===== src/rtl/skinny_isw_pkg.sv =====
// Shared types and constants for the serial masked SKINNY 8-bit S-box.
//   state_e    : FSM states (IDLE, MUL, ACC, DONE)
//   operand_e  : operand encoding, x0..x7 (input bits) then t0..t7 (step results)
//   step_t     : per-step operand selection (p_sel, q_sel, z_sel)
//   r_bits     : fresh random bits consumed per ISW multiplication
//   r_index    : lexicographic position of r_ij (i<j) inside the rnd vector
//   step_cfg   : operands of core step k
//   out_pos    : output bit that receives t_k
//   sel_bit    : fetch one operand bit of a single share
//   set_bit    : copy of a byte with one bit replaced
package skinny_isw_pkg;

  typedef enum logic [1:0] {IDLE, MUL, ACC, DONE} state_e;

  typedef enum logic [3:0] {
    OP_X0, OP_X1, OP_X2, OP_X3, OP_X4, OP_X5, OP_X6, OP_X7,
    OP_T0, OP_T1, OP_T2, OP_T3, OP_T4, OP_T5, OP_T6, OP_T7
  } operand_e;

  typedef struct packed {
    operand_e   p_sel;
    operand_e   q_sel;
    logic [2:0] z_sel;
  } step_t;

  function automatic int r_bits(input int shares);
    return shares * (shares - 1) / 2;
  endfunction

  function automatic int r_index(input int shares, input int i, input int j);
    return i * shares - (i * (i + 1)) / 2 + (j - i - 1);
  endfunction

  // t_k = NOR(p, q) ^ x[z]
  function automatic step_t step_cfg(input logic [2:0] k);
    step_t s;
    case (k)
      3'd0:    s = '{OP_X7, OP_X6, 3'd4};
      3'd1:    s = '{OP_X3, OP_X2, 3'd0};
      3'd2:    s = '{OP_X2, OP_X1, 3'd6};
      3'd3:    s = '{OP_T0, OP_T1, 3'd5};
      3'd4:    s = '{OP_T1, OP_X3, 3'd1};
      3'd5:    s = '{OP_T2, OP_T3, 3'd7};
      3'd6:    s = '{OP_T3, OP_T0, 3'd3};
      default: s = '{OP_T4, OP_T5, 3'd2};
    endcase
    return s;
  endfunction

  function automatic logic [2:0] out_pos(input logic [2:0] k);
    logic [2:0] p;
    case (k)
      3'd0:    p = 3'd6;
      3'd1:    p = 3'd5;
      3'd2:    p = 3'd2;
      3'd3:    p = 3'd7;
      3'd4:    p = 3'd3;
      3'd5:    p = 3'd1;
      3'd6:    p = 3'd4;
      default: p = 3'd0;
    endcase
    return p;
  endfunction

  // t values live in the t register at their final output position, so a
  // t operand is looked up through out_pos.
  function automatic logic sel_bit(input logic [7:0] x, input logic [7:0] t,
                                   input operand_e op);
    logic [3:0] o;
    o = op;
    if (o[3]) return t[out_pos(o[2:0])];
    else      return x[o[2:0]];
  endfunction

  function automatic logic [7:0] set_bit(input logic [7:0] v, input logic [2:0] pos,
                                         input logic b);
    logic [7:0] r;
    r = v;
    r[pos] = b;
    return r;
  endfunction

endpackage


===== src/rtl/isw_and_reg_nshare.sv =====
// Registered ISW AND gadget for SHARES Boolean shares of one bit.
// Every cross-product (plus its fresh mask) is stored in a register before
// any XOR compression, so the compression never sees unregistered products.
//   clk, rst     : clock, synchronous active-high reset
//   en           : load the product register (MUL phase, randomness present)
//   inv_a, inv_b : complement share 0 of a / b (turns AND into NOR)
//   a, b         : operand shares, bit i = share i
//   rnd          : R_BITS fresh bits, r_ij in lexicographic (i<j) order
//   row          : row i = XOR of product-register row i (output share i)
module isw_and_reg_nshare
  import skinny_isw_pkg::*;
#(
  parameter int SHARES = 2,
  parameter int R_BITS = r_bits(SHARES)
) (
  input  logic              clk,
  input  logic              rst,
  input  logic              en,
  input  logic              inv_a,
  input  logic              inv_b,
  input  logic [SHARES-1:0] a,
  input  logic [SHARES-1:0] b,
  input  logic [R_BITS-1:0] rnd,
  output logic [SHARES-1:0] row
);

  logic [SHARES-1:0]             a_eff;
  logic [SHARES-1:0]             b_eff;
  logic [SHARES-1:0][SHARES-1:0] prod_next;
  logic [SHARES-1:0][SHARES-1:0] prod_reg;

  assign a_eff = a ^ SHARES'(inv_a);
  assign b_eff = b ^ SHARES'(inv_b);

  genvar gi, gj;
  generate
    for (gi = 0; gi < SHARES; gi++) begin : g_row
      for (gj = 0; gj < SHARES; gj++) begin : g_col
        if (gi == gj) begin : g_diag
          assign prod_next[gi][gj] = a_eff[gi] & b_eff[gj];
        end else if (gi < gj) begin : g_upper
          localparam int RI = r_index(SHARES, gi, gj);
          assign prod_next[gi][gj] = (a_eff[gi] & b_eff[gj]) ^ rnd[RI];
        end else begin : g_lower
          // Same r_ij as the mirrored term so every mask cancels in the sum.
          localparam int RI = r_index(SHARES, gj, gi);
          assign prod_next[gi][gj] = (a_eff[gi] & b_eff[gj]) ^ rnd[RI];
        end
      end
      assign row[gi] = ^prod_reg[gi];
    end
  endgenerate

  always_ff @(posedge clk) begin
    if (rst) begin
      prod_reg <= '0;
    end else if (en) begin
      prod_reg <= prod_next;
    end
  end

endmodule


===== src/rtl/skinny_sbox8_isw_seq.sv =====
// Serial masked SKINNY 8-bit S-box. The eight NOR/XOR core steps are run one
// after another on a single registered ISW AND gadget: each step takes a MUL
// cycle (products registered) and an ACC cycle (rows compressed into t_k).
// Optional build macro: SBOX8_ISW_RAND_STALL_EN -- MUL waits for rnd_valid.
//   clk, rst   : clock, synchronous active-high reset
//   in_valid / in_ready / in_shares   : input handshake, share i at [8i+7:8i]
//   rnd / rnd_valid / rnd_ready       : fresh randomness, consumed in MUL
//   out_valid / out_ready / out_shares: output handshake, same share layout
module skinny_sbox8_isw_seq
  import skinny_isw_pkg::*;
#(
  parameter int SHARES = 2,
  parameter int R_BITS = r_bits(SHARES)
) (
  input  logic                  clk,
  input  logic                  rst,
  input  logic                  in_valid,
  output logic                  in_ready,
  input  logic [8*SHARES-1:0]   in_shares,
  input  logic [R_BITS-1:0]     rnd,
  input  logic                  rnd_valid,
  output logic                  rnd_ready,
  output logic                  out_valid,
  input  logic                  out_ready,
  output logic [8*SHARES-1:0]   out_shares
);

  state_e                  state_reg, state_next;
  logic [2:0]              step_reg;
  logic [SHARES-1:0][7:0]  x_reg;
  logic [SHARES-1:0][7:0]  t_reg;
  logic [SHARES-1:0][7:0]  t_next;
  logic [SHARES-1:0][7:0]  out_reg;
  logic [SHARES-1:0]       a_sh, b_sh, z_sh, row;
  step_t                   cfg;
  logic                    mul_go;

`ifdef SBOX8_ISW_RAND_STALL_EN
  assign mul_go = rnd_valid;
`else
  logic unused_rnd_valid;
  assign unused_rnd_valid = rnd_valid;
  assign mul_go = 1'b1;
`endif

  assign cfg        = step_cfg(step_reg);
  assign in_ready   = (state_reg == IDLE);
  assign rnd_ready  = (state_reg == MUL) & mul_go;
  assign out_valid  = (state_reg == DONE);
  assign out_shares = out_reg;

  genvar gi;
  generate
    for (gi = 0; gi < SHARES; gi++) begin : g_share
      assign a_sh[gi]   = sel_bit(x_reg[gi], t_reg[gi], cfg.p_sel);
      assign b_sh[gi]   = sel_bit(x_reg[gi], t_reg[gi], cfg.q_sel);
      assign z_sh[gi]   = x_reg[gi][cfg.z_sel];
      assign t_next[gi] = set_bit(t_reg[gi], out_pos(step_reg), row[gi] ^ z_sh[gi]);
    end
  endgenerate

  // NOR(p,q) = AND(~p,~q); complementing share 0 complements the shared value.
  isw_and_reg_nshare #(
    .SHARES (SHARES),
    .R_BITS (R_BITS)
  ) u_isw (
    .clk   (clk),
    .rst   (rst),
    .en    (rnd_ready),
    .inv_a (1'b1),
    .inv_b (1'b1),
    .a     (a_sh),
    .b     (b_sh),
    .rnd   (rnd),
    .row   (row)
  );

  always_comb begin
    state_next = state_reg;
    case (state_reg)
      IDLE:    if (in_valid) state_next = MUL;
      MUL:     if (mul_go) state_next = ACC;
      ACC:     state_next = (step_reg == 3'd7) ? DONE : MUL;
      DONE:    if (out_ready) state_next = IDLE;
      default: state_next = IDLE;
    endcase
  end

  always_ff @(posedge clk) begin
    if (rst) begin
      state_reg <= IDLE;
      step_reg  <= 3'd0;
      x_reg     <= '0;
      t_reg     <= '0;
      out_reg   <= '0;
    end else begin
      state_reg <= state_next;
      if (state_reg == IDLE && in_valid) begin
        x_reg <= in_shares;
      end
      if (state_reg == ACC) begin
        t_reg    <= t_next;
        // 3-bit counter: the 7->0 wrap coincides with entering DONE.
        step_reg <= step_reg + 3'd1;
        if (step_reg == 3'd7) begin
          out_reg <= t_next;
        end
      end
    end
  end

endmodule


===== config.mk =====
export PLATFORM = sky130hd
export DESIGN_NAME = skinny_sbox8_isw_seq
export DESIGN_NICKNAME = d
export VERILOG_FILES = /design/src/rtl/skinny_isw_pkg.sv /design/src/rtl/isw_and_reg_nshare.sv /design/src/rtl/skinny_sbox8_isw_seq.sv
export SDC_FILE = /design/constraint.sdc
export NUM_CORES = 1
export LEC_CHECK = 0
export ABC_CLOCK_PERIOD_IN_PS = 8200
export CAP_MARGIN = 20
export CORE_UTILIZATION = 40
export DETAILED_ROUTE_END_ITERATION = 12
export GPL_TIMING_DRIVEN = 0
export SETUP_SLACK_MARGIN = 0.3
export SYNTH_ARGS = -nofsm -noshare
export SYNTH_HDL_FRONTEND = slang
export SYNTH_HIERARCHICAL = 1
export SYNTH_SLANG_ARGS = --single-unit

===== constraint.sdc =====
create_clock -name clk -period 8.2 [get_ports clk]
set_clock_uncertainty 0.1 [all_clocks]
set_input_delay 0.82 -clock clk [delete_from_list [all_inputs] [get_ports clk]]
set_output_delay 0.82 -clock clk [all_outputs]
set_load 0.01 [all_outputs]

## After elaboration in Yosys (flattened, before gate mapping)

Index checks and enable logic that the tools add are counted.

- Input port bits: 22
- Flip-flop bits (word level): 57
- Word-level logic and storage cells: 100

- Magnitude comparators: 7
- Bitwise operators: 10
- Reductions and logical operators: 10
- Muxes and demuxes: 38
- Equal/unequal tests: 24
- Add/sub/neg operators: 1

Operators by type and width:

| cell | number |
|---|---|
| 11-bit case mux with 7 select lines | 1 |
| 3-bit case mux with 7 select lines | 3 |
| 1-bit binary-select mux with 3-bit select | 10 |
| 3-bit == test (second input constant) | 10 |
| 3-bit by 4-bit < comparator with 1-bit output (second input constant) | 6 |
| 3-bit by 2-bit == test with 1-bit output (second input constant) | 6 |
| 8-bit bitwise mux | 2 |
| 1-bit 2-to-1 mux | 15 |
| 3-bit by 1-bit == test with 1-bit output (second input constant) | 3 |
| 3-bit zero test | 3 |
| 2-bit case mux with 4 select lines | 1 |
| 2-bit 2-to-1 mux | 3 |
| 3-bit 2-to-1 mux | 2 |
| 1-bit AND | 4 |
| 2-bit == test (second input constant) | 2 |
| 2-bit AND reduction | 2 |
| 2-bit parity | 2 |
| 1-bit XOR | 4 |
| 3-bit by 1-bit adder with 3-bit output (second input constant) | 1 |
| 1-bit demux with 3-bit select | 1 |
| 3-bit by 1-bit greater-or-equal comparator with 1-bit output (second input constant) | 1 |
| 2-bit by 1-bit == test with 1-bit output (second input constant) | 1 |
| 1-bit logical AND | 2 |
| 2-bit zero test | 1 |
| other kinds (3) | 4 |

## Longest topological paths before layout

Gate-level depths: netlist of run 1.

- Depth in word-level cells: 11
- Gate-level depth with buffers: 13
- Mapped depth without buffers: 11

## Modules after synthesis

Netlist of run 1, hierarchy kept.

By module, submodules not included:

| module | cells an instance | instances | area an instance (um^2) | seq. area each (um^2) |
|---|---|---|---|---|
| skinny_sbox8_isw_seq | 358 | 1 | 3,109.2 | 1,061.0 |
| isw_and_reg_nshare | 22 | 1 | 207.7 | 80.1 |

## Least setup slack after synthesis of run 1

No wires, ideal clock.

- Path kind: reg-to-reg
- Start point: register step_reg[1]
- End point: register u_isw/prod_reg[1] in the netlist's numbering
- Clock period less this slack: 3.154 ns
- Path slack: 5.046 ns
- Path buffers: 1
- Setup time: 0.091 ns
- Arrival time: 2.964 ns
- Required time: 8.009 ns
- Cell stages (with the launch flop): 12
- Path through: dfxtp_1 clkbuf_1 inv_1 ha_1 nor2_1 nand2_1 o22ai_1 mux4_2 mux2_2 o211a_1 a21bo_1 a311oi_1

RTL lines:

| what | line | source |
|---|---|---|
| start, declared | skinny_sbox8_isw_seq.sv:29 | `logic [2:0] step_reg;` |
| start signal, assigned | skinny_sbox8_isw_seq.sv:104 | `step_reg <= step_reg + 3'd1;` |
| 3-bit == test, or another cell as far along | skinny_isw_pkg.sv:37 | `case (k)` |
| 11-bit case mux with 7 select lines (*) | skinny_isw_pkg.sv:37 |  |
| 3-bit == test, or another cell as far along | skinny_isw_pkg.sv:52 | `case (k)` |
| 3-bit case mux with 7 select lines | skinny_isw_pkg.sv:52 |  |
| 3-bit 2-to-1 mux | skinny_isw_pkg.sv:71 | `if (o[3]) return t[out_pos(o[2:0])];` |
| 1-bit binary-select mux with 3-bit select | skinny_isw_pkg.sv:71 |  |
| 1-bit 2-to-1 mux (implied by the code) | skinny_isw_pkg.sv:71 |  |
| 1-bit 2-to-1 mux (*) | skinny_isw_pkg.sv:71 |  |
| via b_sh[1] | skinny_sbox8_isw_seq.sv:34 | `logic [SHARES-1:0] a_sh, b_sh, z_sh, row;` |
| 1-bit AND (*) | isw_and_reg_nshare.sv:43 | `assign prod_next[gi][gj] = (a_eff[gi] & b_eff[gj]) ^ rnd[RI];` |
| 1-bit XOR (*) | isw_and_reg_nshare.sv:43 |  |
| end signal, assigned | isw_and_reg_nshare.sv:58 | `prod_reg <= prod_next;` |
| end, declared | isw_and_reg_nshare.sv:30 | `logic [SHARES-1:0][SHARES-1:0] prod_reg;` |

Mark *: on every way through the listed nets, which the timed path passes. The rest lies on a longest branch. The select of a mux whose other input is x is not followed.
A chain may end at the register's enable or synchronous reset.

## Worst setup path after layout of run 1

- Start point: register step_reg[1]
- End point: register u_isw/prod_reg[2] in the netlist's numbering

- Cells in the longest elaborated chain, start to end: 11

RTL lines:

| what | line | source |
|---|---|---|
| 3-bit == test, or another cell as far along | skinny_isw_pkg.sv:37 |  |
| 11-bit case mux with 7 select lines (*) | skinny_isw_pkg.sv:37 |  |
| 3-bit == test, or another cell as far along | skinny_isw_pkg.sv:52 |  |
| 3-bit case mux with 7 select lines | skinny_isw_pkg.sv:52 |  |
| 3-bit 2-to-1 mux | skinny_isw_pkg.sv:71 |  |
| 1-bit binary-select mux with 3-bit select | skinny_isw_pkg.sv:71 |  |
| 1-bit 2-to-1 mux (implied by the code) | skinny_isw_pkg.sv:71 |  |
| 1-bit 2-to-1 mux (*) | skinny_isw_pkg.sv:71 |  |
| via b_sh[0] | skinny_sbox8_isw_seq.sv:34 |  |
| 1-bit NOT (no source line) (*) | n/a |  |
| 1-bit AND (*) | isw_and_reg_nshare.sv:47 | `assign prod_next[gi][gj] = (a_eff[gi] & b_eff[gj]) ^ rnd[RI];` |
| 1-bit XOR (*) | isw_and_reg_nshare.sv:47 |  |

Marked as above.

==> metrics, run 1 <==
Tmin final about 3.7 ns; Worst Max-Slew Pin Slew 0.702 ns; clk_lat worst skew around 0.34 ns; Syn. warnings 6; die outline height ~93 um; Area contributors post-synth dfxtp_1, nand2_1, a21oi_1; Final Routed Wirelength 8790 um; RSZ-0062 raised after global routing no; #FFs+latches synth between 50 and 60; row cnt 32; Worst slew margin 52.9%; Leakage 1.48 nW; CP Launch Type flop; critical path class flop to flop; Arr. time, crit path 3.87 ns; clock buffer depth 2; dpl hpwl 6690 um; status completed; first-pass GRT wire length 14,400 um; RD Place Congestion 0.894; top-count cell post-synth dfxtp_1; GR Util All Layers 21.8%; Synth area leader dfxtp_1; port buffer count 39; final slew viol count 0; Post-Synthesis Cells 380; clock sink count 57; ys async rst share 0%; initial core utilization 42.1%; initial drt markers 147; Final Hold Viols 0; hold path depth 2; Post-CTS Setup Repair Bufs 0; cts hold-fix bufs 0; Multi-input gate area 2040 um2; Avg Inst Size Synth 8.73 um2; placed cell area about 3800 um2; initial antenna violation count 0; layout cells sized above 1 10.6%; CTS resizes 0; worst reg2reg path depth 12; die width 93.1 um; Clock Tree Root clkbuf_8; EDFF count, synth 0; FILL cells 749; total of max-cap violations 0; Reg area 1140 um2; # DRC 0; final setup vio count 0; Power per Cell Area 170 nW/um2; clock slew at reported path FFs about 0.060 ns; vias slightly above 3,000; post-route ant nets 0; pin count of the biggest net entering global routing 11; WL per Instance 16.4 um; top-area cell type share of the netlist area 34.4%; Remaining Overflow, GRT 0; Max FO, Critical Path 9; cell area after synthesis 3320 um2; H-tree levels 3; Worst setup EP type flop; vias in the first global route 2,956; Layout area overhead 21.6%; TritonCTS Buffers 9; Worst Path Required 8.34 ns; Min-Delay Path Class flop to flop; Seq/Total Area, Yosys between 30% and 40%; VDD IR-drop max 0.0000943 V; final std cell area, no fill 4030 um2; Core ar. 7890 um2; maximum clock frequency 0.268 GHz; Yosys cell types 56; nets 461; Ports between 40 and 50; CTS tree done; DIE AREA 8660 um2; Vias/cell 5.67; Worst Slack Setup Final 4.47 ns; fin crit share 45.5%; Post-Place Worst Slack 4.49 ns; Commonest cells post-synth dfxtp_1, nand2_1, nor2_1; drt first pass iters 4; Top FF cell, synth dfxtp_1; number of diodes 0; setup TNS 0 ns
## cell families (layout without fill, tap and decap cells)
logic type / after synthesis / count (layout) / share of synthesized area [%]
simple gates: 141 / 141 / 20.7
compound gates: 112 / 112 / 23.5
flops: 57 / 57 / 34.4
buf+inv: 29 / 83 / 4.15
mux: 24 / 24 / 11.6
fa+ha+maj: 8 / 8 / 3.02
xor+xnor: 8 / 8 / 2.57
other cells: 1 / 2 / 0.113
## worst max-delay path: stages (launching register included)
cell and delay [ns]:
dfxtp_1 0.37, clkbuf_1 0.34, inv_1 0.23, ha_1 0.33, nor2_1 0.18, nand2_1 0.09, o22ai_1 0.45, mux4_2 0.39
mux2_2 0.29, o211a_1 0.23, xor2_1 0.24, nand3b_1 0.11, a311oi_1 0.27
## routing by layer
metal	vias to the layer above	share of wire, %	global-route usage, %
met5	-	0	0
met4	0	2.7	9.10
met3	20	4.5	4.39
met2	92	47	37.1
met1	1436	45	26.6
li1	1498	-	-
## worst paths after layout
kind                from                 to  slack, ns
max          step_reg[1]  u_isw/prod_reg[2]       4.47
min             x_reg[8]           x_reg[8]       0.35
max reg2reg  step_reg[1]  u_isw/prod_reg[2]       4.47
min reg2reg     x_reg[8]           x_reg[8]       0.35
## report_power, final
part,switching (mW),internal (mW),leakage [nW],total (mW)
logic,0.0775,0.0548,0.912,0.132
registers,0.00721,0.285,0.462,0.292
clock network,0.108,0.154,0.102,0.262
total,0.192,0.494,1.48,0.687
## stage by stage
step	hold slack, ns	power [mW]	util, %	instances
4_1_cts	0.354	0.692	51.1	537
3_5_place_dp	0.346	0.430	48.7	522
2_1_floorplan	0.332	0.389	-	381
5_1_grt	0.379	0.719	51.1	537
6_report	0.348	0.687	51.1	537
3_3_place_gp	0.343	0.429	48.7	522
## final cells by class
| type | count | share of cell area (%) |
|---|---|---|
| Sequential cell | 57 | 28.3 |
| Buffer | 24 | 2.95 |
| Inverter | 5 | 0.465 |
| Multi-Input combinational cell | 295 | 50.6 |
| Clock inverter | 3 | 0.993 |
| Tap cell | 102 | 3.16 |
| Timing Repair Buffer | 39 | 9.68 |
| Clock buffer | 12 | 3.85 |
## layout by cell type, fill, tap and decap left out, drive strengths merged, types with 6 or more instances in the layout
| cell type | count |
|---|---|
| a21oi | 28 |
| a32oi | 16 |
| buf | 7 |
| clkbuf | 29 |
| clkdlybuf4s50 | 39 |
| dfxtp | 57 |
| ha | 8 |
| mux2i | 11 |
| mux4 | 10 |
| nand2 | 55 |
| nand2b | 20 |
| nor2 | 30 |
| nor2b | 6 |
| o21ai | 18 |
| o22ai | 17 |
| o31ai | 6 |
| or3 | 8 |
| xor2 | 7 |
No activity file was read; power rests on OpenSTA's default activity.
==> run 2: changes to the inputs <==
--- a/config.mk
+++ b/config.mk
@@ -5,7 +5,7 @@
 export SDC_FILE = /design/constraint.sdc
 export NUM_CORES = 1
 export LEC_CHECK = 0
-export ABC_CLOCK_PERIOD_IN_PS = 8200
+export ABC_CLOCK_PERIOD_IN_PS = 3200
 export CAP_MARGIN = 20
 export CORE_UTILIZATION = 40
 export DETAILED_ROUTE_END_ITERATION = 12
==> constraint.sdc (replaced) <==
create_clock -name clk -period 3.2 [get_ports clk]
set_clock_uncertainty 0.1 [all_clocks]
set_input_delay 0.32 -clock clk [delete_from_list [all_inputs] [get_ports clk]]
set_output_delay 0.32 -clock clk [all_outputs]
set_load 0.01 [all_outputs]
==> metrics, run 2 (synthesis results as in run 1) <==
number of diodes 0 (unchanged); nets 483 (+4.8%); row cnt 32 (unchanged); TritonCTS Buffers 9 (unchanged); Worst slew margin 55.7% (+2.7 points); final std cell area, no fill 4420 um2 (+9.5%); port buffer count 39 (unchanged); layout cells sized above 1 21.0% (+10 points); H-tree levels 3 (unchanged); CP max-delay cell dfxtp_2; drt first pass iters 4 (unchanged); reg2reg setup slack 0.20 ns (-4.28 ns); clock slew at reported path FFs 0.07 ns (about the same); Tmin final 3.00 ns (-0.725 ns); Leakage 1.61 nW (+9.1%); Crit path depth 12 (unchanged); Max FO, Critical Path 6 (-3); Ports 41 (unchanged); pin count of the biggest net entering global routing 12 (+1); launch point of the worst reg-to-reg path step_reg[1]; crit path buf inv count 2 (unchanged); Power per Cell Area 400 nW/um2 (+140%); most frequent cells in the layout nand2_1, dfxtp_1, clkdlybuf4s50_1; Flop pwr share 42.4% (-0.2 points); Hold Crit Start x_reg[8]; initial core utilization 42.1% (unchanged); DIE AREA 8660 um2 (unchanged); initial antenna violation count 0 (unchanged); FF-to-FF End u_isw/prod_reg[2]; CP Capture Point u_isw/prod_reg[2]; placed cell area 3870 um2 (+0.81%); post-route ant nets 0 (unchanged); Switching Share 32.0% (+4.0 points); clock buffer depth 2 (unchanged); vias 3,143 (+3.2%); first-pass GRT wire length 15,000 um (+4.2%); Clock Tree Root clkbuf_8; critical path cell sequence buf_8 -> clkinvlp_4 -> ha_4 -> nor2_4 -> nand2_2 -> o22ai_4 -> mux4_2 -> mux2_4 -> o211a_1 -> xor2_2 -> nand3b_1 -> a311oi_2; Worst Path Required 3.36 ns (-4.98 ns); RSZ-0062 raised after global routing yes; dpl hpwl 6600 um (-1.2%); P_int 1.20 mW (+140%); Core ar. 7890 um2 (unchanged); VDD IR-drop max 0.000226 V (+140%); clock sink count 57 (unchanged); critical path class flop to flop; Vias/cell 5.61 (-1.1%); CTS tree done; Power Total 1.77 mW (+160%); status completed; vias in the first global route 2,975 (+0.64%); final slew viol count 0 (unchanged); setup TNS 0 ns (unchanged); Critical Path Start step_reg[1]; clk_lat worst skew 0.36 ns (+0.02 ns); Final Hold Viols 0 (unchanged); Layout area overhead 33.1%; Worst setup EP type flop; GR Util All Layers 22.6% (+0.84 points); initial drt markers 180 (+22%); worst reg2reg path depth 12 (unchanged); final setup vio count 0 (unchanged); Worst Max-Slew Pin Slew 0.665 ns (-0.0366 ns); P_sw 0.565 mW (+190%); Min-Delay Path Class flop to flop; max incr delay on CP 0.36 ns (-0.09 ns); CP Launch Type flop; CP delay by family, top compound AO/OA/AOI/OAI gates; total of max-cap violations 0 (unchanged); Comb power frac 23.8% (+4.5 points); Remaining Overflow, GRT 0 (unchanged); # DRC 0 (unchanged); Arr. time, crit path 3.16 ns (-0.71 ns); Clk pwr share 33.8% (-4.3 points); die outline height 93.1 um (unchanged); die width 93.1 um (unchanged); Final Routed Wirelength 9180 um (+4.5%); WL per Instance 16.4 um (+0.16%); RD Place Congestion 0.887 (-0.77%); fin crit share 93.9% (+48 points); maximum clock frequency 0.333 GHz (+24%)
==> run 2: worst min path at each step <==
| stage | to | slack, ns | depth (start not counted) |
|---|---|---|---|
| after floorplan | u_isw/prod_reg[0] | 0.29 | 1 |
| after global placement | x_reg[13] | 0.34 | 2 |
| after detailed placement | x_reg[8] | 0.35 | 2 |
| after CTS | x_reg[8] | 0.36 | 2 |
| after global routing | x_reg[8] | 0.38 | 2 |
| final | x_reg[8] | 0.35 | 2 |
==> run 2: power by group through the flow <==
stage	Clock [mW]	Sequential (mW)	Combinational (mW)
final	0.598	0.749	0.420
after global placement	0	0.765	0.338
after detailed placement	0	0.765	0.341
after global routing	0.643	0.753	0.452
after floorplan	0	0.759	0.242
after CTS	0.607	0.749	0.389
==> run 2: worst min-delay path, cell delays in order, from the launching register on <==
cell and delay, ns:
dfxtp_1 0.31, nand2_1 0.05, a21oi_1 0.05
==> run 2: through the flow <==
stage	utilization (%)	instances	worst slack [ns]	hold WS (ns)
6_report	56.0	560	0.196	0.350
5_1_grt	56.0	560	0.0729	0.376
4_1_cts	54.2	553	0.287	0.355
3_5_place_dp	49.1	522	-0.243	0.346
3_3_place_gp	49.1	522	-0.227	0.342
2_1_floorplan	-	381	0.303	0.289
==> run 2: metal layers <==
layer  global-route usage [%]  routed length [um]
met1                     27.8                4180
met2                     38.1                4440
met4                     11.0                 206
met3                     4.07                 344
met5                        0                   0
==> run 2: cell type report <==
cell class                 instances  area, um2
multi-input combinational        295       2230
inverter                           5       28.8
fill                             731       3470
clock inverter                     7       46.3
buffer                            24        148
sequential                        57       1140
tap                              102        128
timing repair buffer              61        567
clock buffer                       9        124
==> run 2: what timing repair did <==
action / in CTS / in global routing
gates resized for setup: 27 / 20
hold buffers: 0 / 0
endpoints found under the setup margin: 36 / 17
gates cloned: 0 / 0
pin swaps: 10 / 17
buffers inserted: 15 / 7
